File: config.mk
export PLATFORM = sky130hd
export DESIGN_NAME = bram_burst_reader
export DESIGN_NICKNAME = d
export VERILOG_FILES = /design/src/rtl/bram_rd_pkg.sv /design/src/rtl/bram_rd_fifo.sv /design/src/rtl/bram_burst_reader.sv
export SDC_FILE = /design/constraint.sdc
export NUM_CORES = 1
export LEC_CHECK = 0
export ABC_AREA = 1
export CAP_MARGIN = 10
export CORE_MARGIN = 2
export CORE_UTILIZATION = 58
export CTS_BUF_LIST = sky130_fd_sc_hd__clkbuf_16
export CTS_CLUSTER_DIAMETER = 120
export CTS_CLUSTER_SIZE = 40
export DETAILED_ROUTE_END_ITERATION = 10
export GPL_TIMING_DRIVEN = 0
export PLACE_DENSITY_LB_ADDON = 0.1
export SLEW_MARGIN = 20
export SYNTH_ARGS = -nofsm -noshare
export SYNTH_HDL_FRONTEND = slang
export SYNTH_HIERARCHICAL = 1
export SYNTH_SLANG_ARGS = --single-unit
File: constraint.sdc
create_clock -name i_sys_clk -period 4.76 [get_ports i_sys_clk]
set_clock_uncertainty 0.15 [all_clocks]
set_input_delay 0.714 -clock i_sys_clk [delete_from_list [all_inputs] [get_ports i_sys_clk]]
set_output_delay 0.714 -clock i_sys_clk [all_outputs]
set_load 0.02 [all_outputs]
File: src/rtl/bram_rd_pkg.sv
// Shared types and sizing helpers for the BRAM burst reader.
// The FSM state encoding is exported so checkers can bind to it directly.
package bram_rd_pkg;

  typedef enum logic [1:0] {
    IDLE  = 2'd0,
    ISSUE = 2'd1,
    DRAIN = 2'd2
  } state_t;

  localparam int NB_FIFO_DEP_DEF = 8;
  localparam int WD_FIFO_CNT     = $clog2(NB_FIFO_DEP_DEF) + 1;

  // Occupancy counters need one extra bit to represent a completely full FIFO.
  function automatic int cnt_width(input int depth);
    return $clog2(depth) + 1;
  endfunction

endpackage

File: src/rtl/bram_rd_fifo.sv
// Synchronous return FIFO for BRAM read data; head is visible combinationally.
// Power-of-two depth so the pointers wrap naturally.
module bram_rd_fifo #(
  parameter int WD     = 33,
  parameter int DEP    = 8,
  parameter int WD_CNT = $clog2(DEP) + 1
) (
  input  logic              clk,
  input  logic              rst,
  input  logic              push,
  input  logic [WD-1:0]     wdata,
  input  logic              pop,
  output logic [WD-1:0]     rdata,
  output logic              full,
  output logic              empty,
  output logic [WD_CNT-1:0] count
);

  localparam int WD_PTR = $clog2(DEP);

  logic [WD-1:0]     mem_q [DEP];
  logic [WD_PTR-1:0] wr_ptr_q, wr_ptr_d;
  logic [WD_PTR-1:0] rd_ptr_q, rd_ptr_d;
  logic [WD_CNT-1:0] cnt_q, cnt_d;
  logic              do_push;
  logic              do_pop;

  assign full    = (cnt_q == WD_CNT'(DEP));
  assign empty   = (cnt_q == '0);
  assign count   = cnt_q;
  assign rdata   = mem_q[rd_ptr_q];
  assign do_push = push & ~full;
  assign do_pop  = pop & ~empty;

  always_comb begin
    wr_ptr_d = wr_ptr_q;
    rd_ptr_d = rd_ptr_q;
    cnt_d    = cnt_q;
    if (do_push) wr_ptr_d = wr_ptr_q + WD_PTR'(1);
    if (do_pop)  rd_ptr_d = rd_ptr_q + WD_PTR'(1);
    case ({do_push, do_pop})
      2'b10:   cnt_d = cnt_q + WD_CNT'(1);
      2'b01:   cnt_d = cnt_q - WD_CNT'(1);
      default: cnt_d = cnt_q;
    endcase
  end

  always_ff @(posedge clk or posedge rst) begin
    if (rst) begin
      wr_ptr_q <= '0;
      rd_ptr_q <= '0;
      cnt_q    <= '0;
    end else begin
      wr_ptr_q <= wr_ptr_d;
      rd_ptr_q <= rd_ptr_d;
      cnt_q    <= cnt_d;
    end
  end

  // Storage is not reset; the empty flag masks stale contents.
  always_ff @(posedge clk) begin
    if (do_push) mem_q[wr_ptr_q] <= wdata;
  end

endmodule

File: src/rtl/bram_burst_reader.sv
// Burst read initiator for one BRAM port: issues one read per cycle under a
// credit limit and streams the returned words out in order with tlast.
module bram_burst_reader
  import bram_rd_pkg::*;
#(
  parameter int NB_BRAM_DLY = 2,
  parameter int WD_BRAM_ADR = 8,
  parameter int WD_BRAM_DAT = 32,
  parameter int NB_FIFO_DEP = 8
) (
  input  logic                   i_sys_clk,
  input  logic                   i_sys_rst,
  input  logic                   s_cmd_valid,
  output logic                   s_cmd_ready,
  input  logic [WD_BRAM_ADR-1:0] s_cmd_addr,
  input  logic [WD_BRAM_ADR-1:0] s_cmd_len,
  output logic                   m_bram_ena,
  output logic                   m_bram_wea,
  output logic [WD_BRAM_ADR-1:0] m_bram_addra,
  output logic [WD_BRAM_DAT-1:0] m_bram_dina,
  input  logic [WD_BRAM_DAT-1:0] m_bram_douta,
  output logic                   m_axis_tvalid,
  input  logic                   m_axis_tready,
  output logic [WD_BRAM_DAT-1:0] m_axis_tdata,
  output logic                   m_axis_tlast,
  output logic                   o_busy,
  output logic                   o_done,
  output logic [1:0]             o_dbg_state
);

  // Handshake rule for both streams: a transfer happens on a rising edge where
  // valid and ready are both high; valid never depends on ready.

  localparam int WD_CNT = cnt_width(NB_FIFO_DEP);
  localparam int WD_ENT = WD_BRAM_DAT + 1;

  state_t                   state_q, state_d;
  logic [WD_BRAM_ADR-1:0]   addr_q, addr_d;
  logic [WD_BRAM_ADR-1:0]   rem_q, rem_d;
  logic [NB_BRAM_DLY-1:0]   vld_sr_q, vld_sr_d;
  logic [NB_BRAM_DLY-1:0]   lst_sr_q, lst_sr_d;
  logic                     done_q, done_d;

  logic                     cmd_fire;
  logic                     issue;
  logic                     last_issue;
  logic                     pop;
  logic                     push;
  logic                     credit_ok;
  logic [WD_CNT-1:0]        inflight;
  logic [WD_CNT:0]          outstanding;

  logic [WD_ENT-1:0]        fifo_wdata;
  logic [WD_ENT-1:0]        fifo_rdata;
  logic                     fifo_full;
  logic                     fifo_empty;
  logic [WD_CNT-1:0]        fifo_cnt;

  // Credits: reads in the latency pipe plus words already parked in the FIFO.
  always_comb begin
    inflight = '0;
    for (int i = 0; i < NB_BRAM_DLY; i++) begin
      inflight = inflight + {{(WD_CNT-1){1'b0}}, vld_sr_q[i]};
    end
  end

  assign outstanding = {1'b0, inflight} + {1'b0, fifo_cnt};
  assign credit_ok   = (outstanding < (WD_CNT+1)'(NB_FIFO_DEP));

  assign cmd_fire   = s_cmd_valid & s_cmd_ready;
  assign issue      = m_bram_ena;
  assign last_issue = issue & (rem_q == '0);
  assign pop        = m_axis_tvalid & m_axis_tready;
  assign push       = vld_sr_q[NB_BRAM_DLY-1];

  // FSM: state register
  always_ff @(posedge i_sys_clk or posedge i_sys_rst) begin
    if (i_sys_rst) state_q <= IDLE;
    else           state_q <= state_d;
  end

  // FSM: next state
  always_comb begin
    state_d = state_q;
    unique case (state_q)
      IDLE:    if (cmd_fire)            state_d = ISSUE;
      ISSUE:   if (last_issue)          state_d = DRAIN;
      DRAIN:   if (pop && m_axis_tlast) state_d = IDLE;
      default:                          state_d = IDLE;
    endcase
  end

  // FSM: outputs
  always_comb begin
    s_cmd_ready = (state_q == IDLE);
    o_busy      = (state_q != IDLE);
    m_bram_ena  = (state_q == ISSUE) && credit_ok;
  end

  assign o_dbg_state = state_q;

  always_comb begin
    addr_d = addr_q;
    rem_d  = rem_q;
    if (cmd_fire) begin
      addr_d = s_cmd_addr;
      rem_d  = s_cmd_len;
    end else if (issue) begin
      addr_d = addr_q + WD_BRAM_ADR'(1);
      rem_d  = rem_q - WD_BRAM_ADR'(1);
    end
    vld_sr_d[0] = issue;
    lst_sr_d[0] = last_issue;
    for (int i = 1; i < NB_BRAM_DLY; i++) begin
      vld_sr_d[i] = vld_sr_q[i-1];
      lst_sr_d[i] = lst_sr_q[i-1];
    end
    done_d = pop & m_axis_tlast;
  end

  always_ff @(posedge i_sys_clk or posedge i_sys_rst) begin
    if (i_sys_rst) begin
      addr_q   <= '0;
      rem_q    <= '0;
      vld_sr_q <= '0;
      lst_sr_q <= '0;
      done_q   <= 1'b0;
    end else begin
      addr_q   <= addr_d;
      rem_q    <= rem_d;
      vld_sr_q <= vld_sr_d;
      lst_sr_q <= lst_sr_d;
      done_q   <= done_d;
    end
  end

  assign fifo_wdata = {lst_sr_q[NB_BRAM_DLY-1], m_bram_douta};

  bram_rd_fifo #(
    .WD     (WD_ENT),
    .DEP    (NB_FIFO_DEP),
    .WD_CNT (WD_CNT)
  ) u_fifo (
    .clk   (i_sys_clk),
    .rst   (i_sys_rst),
    .push  (push),
    .wdata (fifo_wdata),
    .pop   (pop),
    .rdata (fifo_rdata),
    .full  (fifo_full),
    .empty (fifo_empty),
    .count (fifo_cnt)
  );

  // Stream fields are forced to zero while empty so reset leaves them clean.
  assign m_axis_tvalid = ~fifo_empty;
  assign m_axis_tdata  = fifo_empty ? '0 : fifo_rdata[WD_BRAM_DAT-1:0];
  assign m_axis_tlast  = ~fifo_empty & fifo_rdata[WD_BRAM_DAT];

  assign m_bram_wea   = 1'b0;
  assign m_bram_dina  = '0;
  assign m_bram_addra = addr_q;
  assign o_done       = done_q;

endmodule

==> results.py <==
metrics = {
    "setup_path": {
        "worstPathArrival_ns": 2.87,
        "worstSetupStartpointType": "flop",
        "crit_path_end_kind": "output pin",
        "r2r_cells": 14,
        "critPathMaxFanout": 10,
        "r2r-end": "u_fifo/count[3]",
        "startpoint": "u_fifo/rd_ptr_q[0]",
        "critPathRequiredTime_ns": 3.90,
        "r2r_start": "u_fifo/count[0]",
        "path_class": "reg -> out",
        "regToRegSetupSlack_ns": 2.11,
    },
    "timing": {
        "period_needed_ns": 3.735,
        "timing.hold.ws_ns": 0.2050,
        "setup_viol": 0,
        "relSlewSlack_pct": 38.68,
        "drv_slew": 0,
        "timing.final.crit_share_pct": 78.47,
        "rsz0062_at_grt": "no",
        "fmax_mhz": 267.7,
        "tightest_slew_ns": 0.9188,
        "hold_violations": 0,
    },
    "place": {
        "port_buffers": 99,
        "gp_congestion": 0.8526,
        "dp_hpwl_um": 21350,
    },
    "die": {
        "fp.dieW_um": 158.7,
        "core-area_um2": 23470,
        "initial_core_util_pct": 59.15,
        "placementRows": 56,
        "io_pins": 133,
        "die_h_um": 158.7,
        "dieArea_um2": 25190,
    },
    "grt": {
        "grt_pass1_wl_um": 48340,
        "grt_pass1_vias": 9321,
        "grt_usage_pct": 24.33,
        "grt-ovfl-total": 0,
        "grt_max_degree": 42,
        "antenna_found_initial": 1,
    },
    "hold_path": {
        "hold_path_depth": 0,
        "hold_path_end": "lst_sr_q[1]",
        "hold_start": "lst_sr_q[0]",
        "hold_class": "reg -> reg",
    },
    "route": {
        "wl_per_cell_um": 15.16,
        "vias_per_cell": 4.908,
        "vias": 9959,
        "ant_nets": 0,
        "first_pass_iters": 5,
        "drc": 0,
        "drt_iter0_markers": 873,
        "postRouteWirelength_um": 30750,
    },
    "clock_network": {
        "cts_max_path_buffers": 3,
        "cts_resized": 0,
        "ctsHoldBuffers": 0,
        "cts_made_buffers": 11,
        "clkTransAtPathRegs_ns": 0.13,
        "cts.htree.levels": 1,
        "root_buffer": "clkbuf_16",
        "insertion_delay_ns": 0.49,
        "clock_sinks": 297,
        "post_cts_buffers": 0,
        "cts_tree": "done",
    },
    "logic_synthesis": {
        "synth_area_um2": 13880,
        "syn_inst": 1531,
        "syn_avg_cell_area_um2": 9.069,
        "yosysWarnings": 6,
    },
    "power": {
        "power.leakage_nw": 7.344,
        "powerDensity_nw_per_um2": 614.4,
        "ir_drop_mv": 0.3582,
    },
    "final_layout": {
        "final_nets": 1769,
        "final_core_util_pct": 68.15,
        "drive_gt1_share_pct": 8.367,
        "syn_to_final_growth_pct": 15.21,
    },
    "status": {
        "status": "finished clean",
    },
    "flow_run": {
        "maxCapViolations": 0,
    },
}
cell usage in the layout, fill, tap and decap left out, drive strengths merged, types with 2 or more instances in the layout:
master,n
nor3,8
clkdlybuf4s50,99
nand2,524
dfrtp,33
edfxtp,264
inv,213
clkbuf,21
ha,9
conb,33
buf,115
nor2,321
or2,6
nand3,27
a21oi,5
xnor2,4
nand4,3
xor2,2
o21ai,18
worst max path at each step:
stage / to / slack (ns) / cells after the start
2_1_floorplan: u_fifo/mem_q[4][0] / 1.06 / 5
3_3_place_gp: u_fifo/mem_q[3][18] / -1.09 / 5
3_5_place_dp: m_axis_tdata[28] / 1.63 / 8
4_1_cts: m_axis_tdata[28] / 1.06 / 8
5_1_grt: m_axis_tdata[21] / 0.87 / 8
6_report: m_axis_tdata[28] / 1.02 / 11
area by class of cell:
class / count / area [um2]
Clock inverter: 4 / 32.53
Sequential cell: 297 / 8753
Timing Repair Buffer: 131 / 1242
Clock buffer: 11 / 275.3
Tap cell: 319 / 399.1
Inverter: 209 / 784.5
Antenna cell: 1 / 2.502
Fill cell: 1818 / 7476
Multi-Input combinational cell: 964 / 3925
Buffer: 93 / 581.8
registers in the layout, indices dropped and copies added (netlist names):
signal / flops
o_dbg_state: 2
u_fifo/rd_ptr_q: 3
lst_sr_q: 2
u_fifo/wr_ptr_q: 3
vld_sr_q: 2
u_fifo/mem_q: 264
o_done: 1
rem_q: 8
m_bram_addra: 8
u_fifo/count: 4
worst max-delay path, cell delays in order (launching register included):
cell,delay [ns]
dfrtp_1,0.49
buf_2,0.28
buf_2,0.34
nor2_1,0.09
nor2_1,0.12
nand2_1,0.06
nand2_1,0.05
nand2_1,0.05
nand2_1,0.08
inv_1,0.04
nor2_1,0.12
clkdlybuf4s50_1,0.66
metal layers:
layer | GRT usage [%] | share of wire, %
met1 | 31.85 | 42
met2 | 42.48 | 49
met3 | 2.821 | 6.5
met4 | 8.132 | 2.8
met5 | 0 | 0
power breakdown:
part | switching, mW | leakage [nW] | internal [mW]
Clock | 0.735 | 0.158 | 0.440
Combinational | 3.25 | 4.38 | 1.83
Sequential | 0.211 | 2.81 | 3.36
metrics by stage:
stage          cells  power (mW)  setup TNS (ns)  worst slack (ns)  instance area, um2
6_report        2029       9.829               0             1.025               16000
5_1_grt         2028       10.53               0            0.8690               15990
4_1_cts         2028       9.862               0             1.063               15990
3_5_place_dp    2013       8.696               0             1.629               15690
3_3_place_gp    1981       8.509         -244.22            -1.093               15390
2_1_floorplan   1563       6.850               0             1.060               14000
(Power assumes the default switching activity.)
